**src/rtl/sent_rx_pkg.sv**
```systemverilog
// Shared definitions for the SENT receive frame path: FSM encoding and CRC-4 constants.
package sent_rx_pkg;

   typedef enum logic [1:0] {
      StWaitSync,
      StStatus,
      StData,
      StCrc
   } sent_state_e;

   // x^4 + x^3 + x^2 + 1 with the x^4 term implied
   localparam logic [3:0]  SENT_CRC_POLY         = 4'b1101;
   localparam logic [3:0]  SENT_CRC_SEED         = 4'b0101;
   localparam int unsigned SENT_MAX_DATA_NIBBLES = 6;
   localparam int unsigned SENT_DATA_W           = 4 * SENT_MAX_DATA_NIBBLES;

endpackage

```
**src/rtl/sent_crc4_step.sv**
```systemverilog
// One SAE J2716 CRC-4 step: crc_out = (crc_in * x^4 mod poly) ^ nibble.
module sent_crc4_step
   import sent_rx_pkg::*;
(
   input  logic [3:0] crc_in,
   input  logic [3:0] nibble,
   output logic [3:0] crc_out
);

   logic [3:0] shift_v;

   // Four shift-and-reduce rounds multiply by x^4 modulo the generator
   always_comb begin
      shift_v = crc_in;
      for (int i = 0; i < 4; i++) begin
         if (shift_v[3]) begin
            shift_v = {shift_v[2:0], 1'b0} ^ SENT_CRC_POLY;
         end else begin
            shift_v = {shift_v[2:0], 1'b0};
         end
      end
      crc_out = shift_v ^ nibble;
   end

endmodule

```
**src/rtl/sent_rx_frame_check.sv**
```systemverilog
// SENT fast-channel frame assembler: collects status/data/CRC nibbles after a sync pulse,
// checks the CRC-4 and reports frames, aborts and a saturating error count.
module sent_rx_frame_check
   import sent_rx_pkg::*;
#(
   parameter int unsigned DATA_NIBBLES = 6,
   parameter logic [3:0]  CRC_SEED     = SENT_CRC_SEED,
   parameter int unsigned ERR_CNT_W    = 8
) (
   input  logic                   clk_rx,
   input  logic                   reset,
   input  logic                   sync_valid,
   input  logic                   nibble_valid,
   input  logic [3:0]             nibble_value,
   input  logic                   pulse_error,
   output logic                   frame_valid,
   output logic [3:0]             frame_status,
   output logic [SENT_DATA_W-1:0] frame_data,
   output logic [3:0]             frame_crc,
   output logic                   crc_ok,
   output logic                   frame_abort,
   output logic [ERR_CNT_W-1:0]   err_count
);

   sent_state_e            state_q, state_d;
   logic [2:0]             idx_q, idx_d;
   logic [3:0]             crc_q, crc_d;
   logic [3:0]             status_sh_q, status_sh_d;
   logic [SENT_DATA_W-1:0] data_sh_q, data_sh_d;
   logic                   frame_valid_q, frame_valid_d;
   logic [3:0]             frame_status_q, frame_status_d;
   logic [SENT_DATA_W-1:0] frame_data_q, frame_data_d;
   logic [3:0]             frame_crc_q, frame_crc_d;
   logic                   crc_ok_q, crc_ok_d;
   logic                   frame_abort_q, frame_abort_d;
   logic [ERR_CNT_W-1:0]   err_count_q, err_count_d;

   logic       in_frame, abort, nib_take, last_nibble, err_inc;
   logic [3:0] crc_upd, crc_exp;

   sent_crc4_step u_crc_data (
      .crc_in  (crc_q),
      .nibble  (nibble_value),
      .crc_out (crc_upd)
   );

   // Augmentation with a zero nibble yields the expected CRC
   sent_crc4_step u_crc_aug (
      .crc_in  (crc_q),
      .nibble  (4'h0),
      .crc_out (crc_exp)
   );

   assign in_frame    = (state_q != StWaitSync);
   assign abort       = in_frame & (pulse_error | sync_valid);
   assign nib_take    = nibble_valid & ~pulse_error & ~sync_valid;
   assign last_nibble = (idx_q == 3'(DATA_NIBBLES - 1));

   always_ff @(posedge clk_rx or posedge reset) begin
      if (reset) begin
         state_q <= StWaitSync;
      end else begin
         state_q <= state_d;
      end
   end

   always_comb begin
      state_d = state_q;
      if (in_frame && pulse_error) begin
         state_d = StWaitSync;
      end else if (sync_valid) begin
         state_d = StStatus;
      end else if (nibble_valid) begin
         unique case (state_q)
            StWaitSync: state_d = StWaitSync;
            StStatus:   state_d = StData;
            StData:     state_d = last_nibble ? StCrc : StData;
            StCrc:      state_d = StWaitSync;
            default:    state_d = StWaitSync;
         endcase
      end
   end

   always_comb begin
      idx_d          = idx_q;
      crc_d          = crc_q;
      status_sh_d    = status_sh_q;
      data_sh_d      = data_sh_q;
      frame_valid_d  = 1'b0;
      frame_status_d = frame_status_q;
      frame_data_d   = frame_data_q;
      frame_crc_d    = frame_crc_q;
      crc_ok_d       = crc_ok_q;
      frame_abort_d  = abort;
      err_inc        = abort;
      if (nib_take) begin
         unique case (state_q)
            StWaitSync: ;
            StStatus: begin
               status_sh_d = nibble_value;
               data_sh_d   = '0;
               crc_d       = CRC_SEED;
               idx_d       = '0;
            end
            StData: begin
               data_sh_d = {data_sh_q[SENT_DATA_W-5:0], nibble_value};
               crc_d     = crc_upd;
               idx_d     = idx_q + 3'd1;
            end
            StCrc: begin
               frame_valid_d  = 1'b1;
               frame_status_d = status_sh_q;
               frame_data_d   = data_sh_q;
               frame_crc_d    = nibble_value;
               crc_ok_d       = (nibble_value == crc_exp);
               err_inc        = (nibble_value != crc_exp);
            end
            default: ;
         endcase
      end
      err_count_d = (err_inc && (err_count_q != '1)) ? err_count_q + ERR_CNT_W'(1) : err_count_q;
   end

   always_ff @(posedge clk_rx or posedge reset) begin
      if (reset) begin
         idx_q          <= '0;
         crc_q          <= CRC_SEED;
         status_sh_q    <= '0;
         data_sh_q      <= '0;
         frame_valid_q  <= 1'b0;
         frame_status_q <= '0;
         frame_data_q   <= '0;
         frame_crc_q    <= '0;
         crc_ok_q       <= 1'b0;
         frame_abort_q  <= 1'b0;
         err_count_q    <= '0;
      end else begin
         idx_q          <= idx_d;
         crc_q          <= crc_d;
         status_sh_q    <= status_sh_d;
         data_sh_q      <= data_sh_d;
         frame_valid_q  <= frame_valid_d;
         frame_status_q <= frame_status_d;
         frame_data_q   <= frame_data_d;
         frame_crc_q    <= frame_crc_d;
         crc_ok_q       <= crc_ok_d;
         frame_abort_q  <= frame_abort_d;
         err_count_q    <= err_count_d;
      end
   end

   assign frame_valid  = frame_valid_q;
   assign frame_status = frame_status_q;
   assign frame_data   = frame_data_q;
   assign frame_crc    = frame_crc_q;
   assign crc_ok       = crc_ok_q;
   assign frame_abort  = frame_abort_q;
   assign err_count    = err_count_q;

endmodule

```
**config.mk**
```make
export PLATFORM = sky130hd
export DESIGN_NAME = sent_rx_frame_check
export DESIGN_NICKNAME = d
export VERILOG_FILES = /design/src/rtl/sent_rx_pkg.sv /design/src/rtl/sent_crc4_step.sv /design/src/rtl/sent_rx_frame_check.sv
export SDC_FILE = /design/constraint.sdc
export NUM_CORES = 1
export LEC_CHECK = 0
export CAP_MARGIN = 20
export CORE_ASPECT_RATIO = 0.7
export CORE_MARGIN = 10
export CORE_UTILIZATION = 40
export CTS_CLUSTER_DIAMETER = 100
export DETAILED_ROUTE_END_ITERATION = 7
export PLACE_DENSITY = 0.58
export SLEW_MARGIN = 30
export SYNTH_ARGS = -nofsm -noshare
export SYNTH_HDL_FRONTEND = slang
export SYNTH_SLANG_ARGS = --single-unit
export TNS_END_PERCENT = 10
```
**constraint.sdc**
```tcl
create_clock -name clk_rx -period 2.95 [get_ports clk_rx]
set_input_delay 0.295 -clock clk_rx [delete_from_list [all_inputs] [get_ports clk_rx]]
set_output_delay 0.295 -clock clk_rx [all_outputs]
set_load 0.05 [all_outputs]
```
### Yosys cells after proc, flatten, opt, wreduce, memory -nomap -nowiden

Index checks and enable logic that the tools add are counted.

* flip-flop bits (word level): 80
* output and inout bits: 43

* add/sub/neg operators: 2
* equal/unequal tests: 7
* muxes and demuxes: 16
* bitwise logic cells: 11
* reduce and logical (&&, ||, !) cells: 10

Operators with widths (count)
* one-hot mux 24 bit (2 select lines): 1
* two-way mux 4 bit: 4
* inverter 3 bit: 4
* adder 8 x 1 -> 8 bit (second input constant): 1
* inequality test 8 bit (second input constant): 1
* one-hot mux 4 bit (2 select lines): 1
* two-way mux 2 bit: 3
* one-hot mux 2 bit (3 select lines): 1
* one-hot mux 3 bit (2 select lines): 1
* AND reduction 2 bit: 3
* two-way mux 1 bit: 5
* == test 2 bit (second input constant): 2
* == test 4 bit: 1
* inequality test 4 bit: 1
* nonzero test 2 bit: 2
* XOR 4 bit: 1
* adder 3 x 1 -> 3 bit (second input constant): 1
* bitwise AND 1 bit: 3
* == test 3 bit (second input constant): 1
* nonzero test 3 bit: 1
* == test 2 x 1 -> 1 bit (second input constant): 1
* logical AND 1 bit: 2
* zero test 2 bit: 1
* inverter 1 bit: 2
* 2 further kinds: 2

### Longest topological paths before layout

* depth in word-level cells: 12
* depth in mapped cells: 7
* depth with buffers taken out: 6

### Hierarchy

From an unflattened synthesis, not the netlist that was laid out.

* cells, all modules: 299
* area, all modules: 3515.9 µm²

By module, submodules not included
* sent_rx_frame_check: times used 1, cells each 281, area each 3343.2 µm²
* sent_crc4_step: times used 2, cells each 9, area each 86.3 µm²

### Least setup slack after synthesis

Ideal clock, no wire load.

* path kind: register -> register
* start point: register crc_q[0]
* end point: register err_count_q[1], in the netlist err_count[1]
* arrival: 2.083 ns
* required time: 2.825 ns
* setup slack: 0.742 ns
* cell stages (with the launch flop): 7
* buffers on the path: 1
* clock period less this slack: 2.208 ns
* cells stage by stage: dfstp_2 buf_2 xnor3_1 or3_4 a221oi_4 nor2_2 mux2_4

* word-level cells in the longest chain between the ends: 10

Ends and longest elaborated chain
* from (decl): line sent_rx_frame_check.sv:27 `logic [3:0] crc_q, crc_d;`
* from (signal assigned): line sent_rx_frame_check.sv:139 `crc_q <= crc_d;`
* two-way mux 4 bit *: line sent_crc4_step.sv:16 `if (shift_v[3]) begin`
* inverter 3 bit (no line)
* two-way mux 4 bit *: line sent_crc4_step.sv:16
* inverter 3 bit (no line)
* two-way mux 4 bit * (2 in series): line sent_crc4_step.sv:16
* inequality test 4 bit *: line sent_rx_frame_check.sv:116 `err_inc = (nibble_value != crc_exp);`
* two-way mux 1 bit *: line sent_rx_frame_check.sv:97 `unique case (state_q)`
* two-way mux 1 bit *: line sent_rx_frame_check.sv:96 `if (nib_take) begin`
* logical AND 1 bit *: line sent_rx_frame_check.sv:121 `err_count_d = (err_inc && (err_count_q != '1)) ? err_count_q + ERR_CNT_W'(1) : err_count_q;`
* to (signal assigned): line sent_rx_frame_check.sv:148 `err_count_q <= err_count_d;`
* to (decl): line sent_rx_frame_check.sv:36 `logic [ERR_CNT_W-1:0] err_count_q, err_count_d;`

Mark *: on every way between the ends. The rest lies on a longest branch, timed or not.
A chain may end at the register's enable or synchronous reset.

### Final worst setup path

Ends and elaborated chain as after synthesis.

==> key figures <==
Status
  • Outcome: finished clean

Global route
  • Initial antenna violation count: 0
  • Vias in the first global route: 2,426
  • Grt total ovfl: 0
  • Largest net degree at the start of global routing: 42
  • First-pass GRT wire length: 12.77 mm
  • GRT Total Usage: 12.78%

STA
  • Setup violations, final: 0
  • Max Clk Rate: 440.4 MHz
  • Period minus WS final: 2271 ps
  • RSZ-0062 raised after global routing: no
  • Setup ws final: 679.4 ps
  • Max-Slew Margin vs Limit: 52.04%
  • Measured slew at the worst slew-check pin: 718.6 ps
  • Post-route setup TNS: 0 ps
  • Final period util: 76.97%
  • Final Hold Viols: 0
  • Final Max Slew Viols: 0
  • Setup Skew: 6.593 ps

Drt
  • Via count: 2,253
  • Met2 wire len: 3.007 mm
  • Routed WL: 7.525 mm
  • Uppermost layer routed: met4
  • TritonRoute pass-1 iters: 4
  • Wire length on met1: 3.831 mm
  • Via density: 4.985
  • DR WL met3: 578 microns
  • DR WL/cell: 16.65 microns
  • Remaining antenna violation count: 0
  • DR iter-0 viols: 148
  • DRC Markers: 0

Power and ir drop
  • VDD IR max: 0.3074 mV
  • Pleak: 2.173 nW
  • Total power: 3.484 mW
  • P per Cell Area: 787.7 mW/mm^2

Cells and area
  • NumNets Final: 362
  • Antenna cells: 0
  • Fin util: 55.01%
  • Syn-to-layout area delta: 30.49%
  • Design area: 0.004423 sq mm
  • Layout cells sized above 1: 18.23%

Synthesis
  • Post-synth top area share: 57.59%
  • Ys Warns: 0
  • Net count after synthesis: 304
  • Yosys top cell by area: dfrtp_1
  • Commonest register cell after synthesis: dfrtp_1
  • Ys async rst share: 100.0%
  • Synth cell count leaders: 78 x dfrtp_1, 51 x nand2_1, 31 x mux2_2, 30 x nand3_1, 14 x clkbuf_1
  • Most common cell in the netlist: dfrtp_1
  • Synthesized area: 0.003390 sq mm
  • Post-synth EDFFs: 0
  • Synth unique cells: 34
  • Register bit total from synthesis: 80
  • Syn_area_per_cell: 11.77 sq um
  • Top post-synthesis cells by area: dfrtp_1 58%, mux2_2 10%, nand2_1 5.6%
  • Syn Inst Count: 288
  • Seq/Total Area, Yosys: 59.14%

Critical path
  • WP buf/inv: 0
  • CP max stage delay: 590 ps
  • Crit path cell chain: xnor3_1, or3_4, a221oi_4, nor2_2, mux2_4
  • Crit-path slowest cell: dfstp_2
  • WP data required: 3180 ps
  • Critical path arrival: 2500 ps
  • CP endpoint kind: register
  • Max Fanout on Critical Path: 7
  • CP Class: register to register
  • CP delay by family, top: flip-flops
  • CP Launch Type: register

Placed design
  • Placement Setup Slack: 375.1 ps
  • Placed Area: 0.004053 sq mm
  • HPWL after DPL: 5.300 mm
  • GPL Wtd Cong: 0.7177
  • Port Buffers: 51

Clock network
  • Post-CTS Setup Inserts: 0
  • CTS Hold Bufs: 0
  • Clk_lat worst skew: 340 ps
  • Number of buffers created by CTS: 9
  • CTS tree: built
  • H-tree levels: 3
  • Clock slew at reported path FFs: 60 ps
  • CTS max path bufs: 2
  • Clock sink total: 80
  • Resize count post-CTS: 0
  • CTS Root Cell: clkbuf_16

Floorplan
  • Die Span Y: 97.02 microns
  • Die X: 130.0 microns
  • Total core area: 0.008040 sq mm
  • Die area: 0.01261 sq mm
  • Starting Density: 42.16%
  • I/O pin count: 52
  • Cell row count: 27

Flow run
  • Max-capacitance violation count: 0

Hold path
  • Worst min-delay path class: primary input to asynchronous set/reset pin
[worst register-to-register path: stages (launching register included)]
cell	delay [ps]
dfstp_2	590
xnor3_1	340
or3_4	360
a221oi_4	440
nor2_2	110
mux2_4	310
[stage by stage]
| step | hold WS, ps | instances |
|---|---|---|
| global placement | 447.1 | 436 |
| detailed placement | 452.4 | 436 |
| CTS | 407.9 | 452 |
| floorplan | 368.5 | 288 |
| global route | 450.1 | 452 |
| finish | 376.6 | 452 |
[sequential cells by signal, indices dropped and copies added, names as in the netlist]
signal / cells
frame_crc: 4
crc_ok: 1
data_sh_q: 24
state_q: 2
frame_status: 4
status_sh_q: 4
err_count: 8
crc_q: 4
frame_data: 24
frame_valid: 1
idx_q: 3
frame_abort: 1
[report_power, final]
part / switching [mW] / internal [mW]
registers: 0.123 / 1.22
logic: 0.468 / 0.297
clock network: 0.440 / 0.936
[cell type report]
class                   count  area, sq um
flip-flops and latches     80         2004
fillers                   728         3617
well taps                 101        126.4
clock buffers              11        242.7
clock inverters             5        127.6
repair buffers             62        593.1
inverters                   8        31.28
multi-input cells         185         1297
[routing by layer]
| layer | track usage [%] | vias to the layer above |
|---|---|---|
| met4 | 4.366 | 0 |
| met5 | 0 | - |
| met3 | 5.658 | 12 |
| li1 | - | 1100 |
| met1 | 18.11 | 1092 |
| met2 | 16.62 | 49 |
[placed cells by master (no fill, tap or decap), types with 3 or more instances in the layout]
cell / synthesis / layout
nor3_1: 5 / 5
nand3_1: 30 / 30
o31ai_1: 3 / 3
o21ai_1: 3 / 3
xnor2_1: 7 / 7
mux2_1: 7 / 7
clkdlybuf4s50_1: 0 / 51
nand2_1: 51 / 51
dfrtp_1: 78 / 78
a21oi_1: 4 / 4
and3_1: 5 / 5
clkbuf_16: 0 / 9
ha_1: 7 / 7
bufinv_16: 0 / 4
mux2_2: 31 / 31
nor2_1: 6 / 6
inv_1: 8 / 7
xor2_1: 7 / 7
buf_4: 0 / 11
[final timing paths]
| path | to | from | cells past startpoint | slack, ps |
|---|---|---|---|---|
| worst max-delay path | err_count[1] | crc_q[0] | 5 | 680 |
| min in group clk_rx | data_sh_q[22] | data_sh_q[22] | 2 | 460 |
| worst min-delay path | err_count[5] | reset | 2 | 380 |
| worst min register to register | data_sh_q[22] | data_sh_q[22] | 2 | 460 |
| max in group asynchronous | data_sh_q[10] | reset | 3 | 1900 |
| worst max register to register | err_count[1] | crc_q[0] | 5 | 680 |
[cell families (layout without fill, tap and decap cells)]
kind of cell,count (synthesis),count (layout),share of synthesized area (%)
adder cells (fa/ha/maj),7,7,2.584
XOR/XNOR,15,15,4.282
AO/OA/AOI/OAI,17,17,3.692
flip-flops,80,80,59.14
multiplexers,40,40,13.36
buffers and inverters,23,86,2.584
AND/OR/NAND/NOR,106,106,14.36
Power figures use the tool's default switching activity.
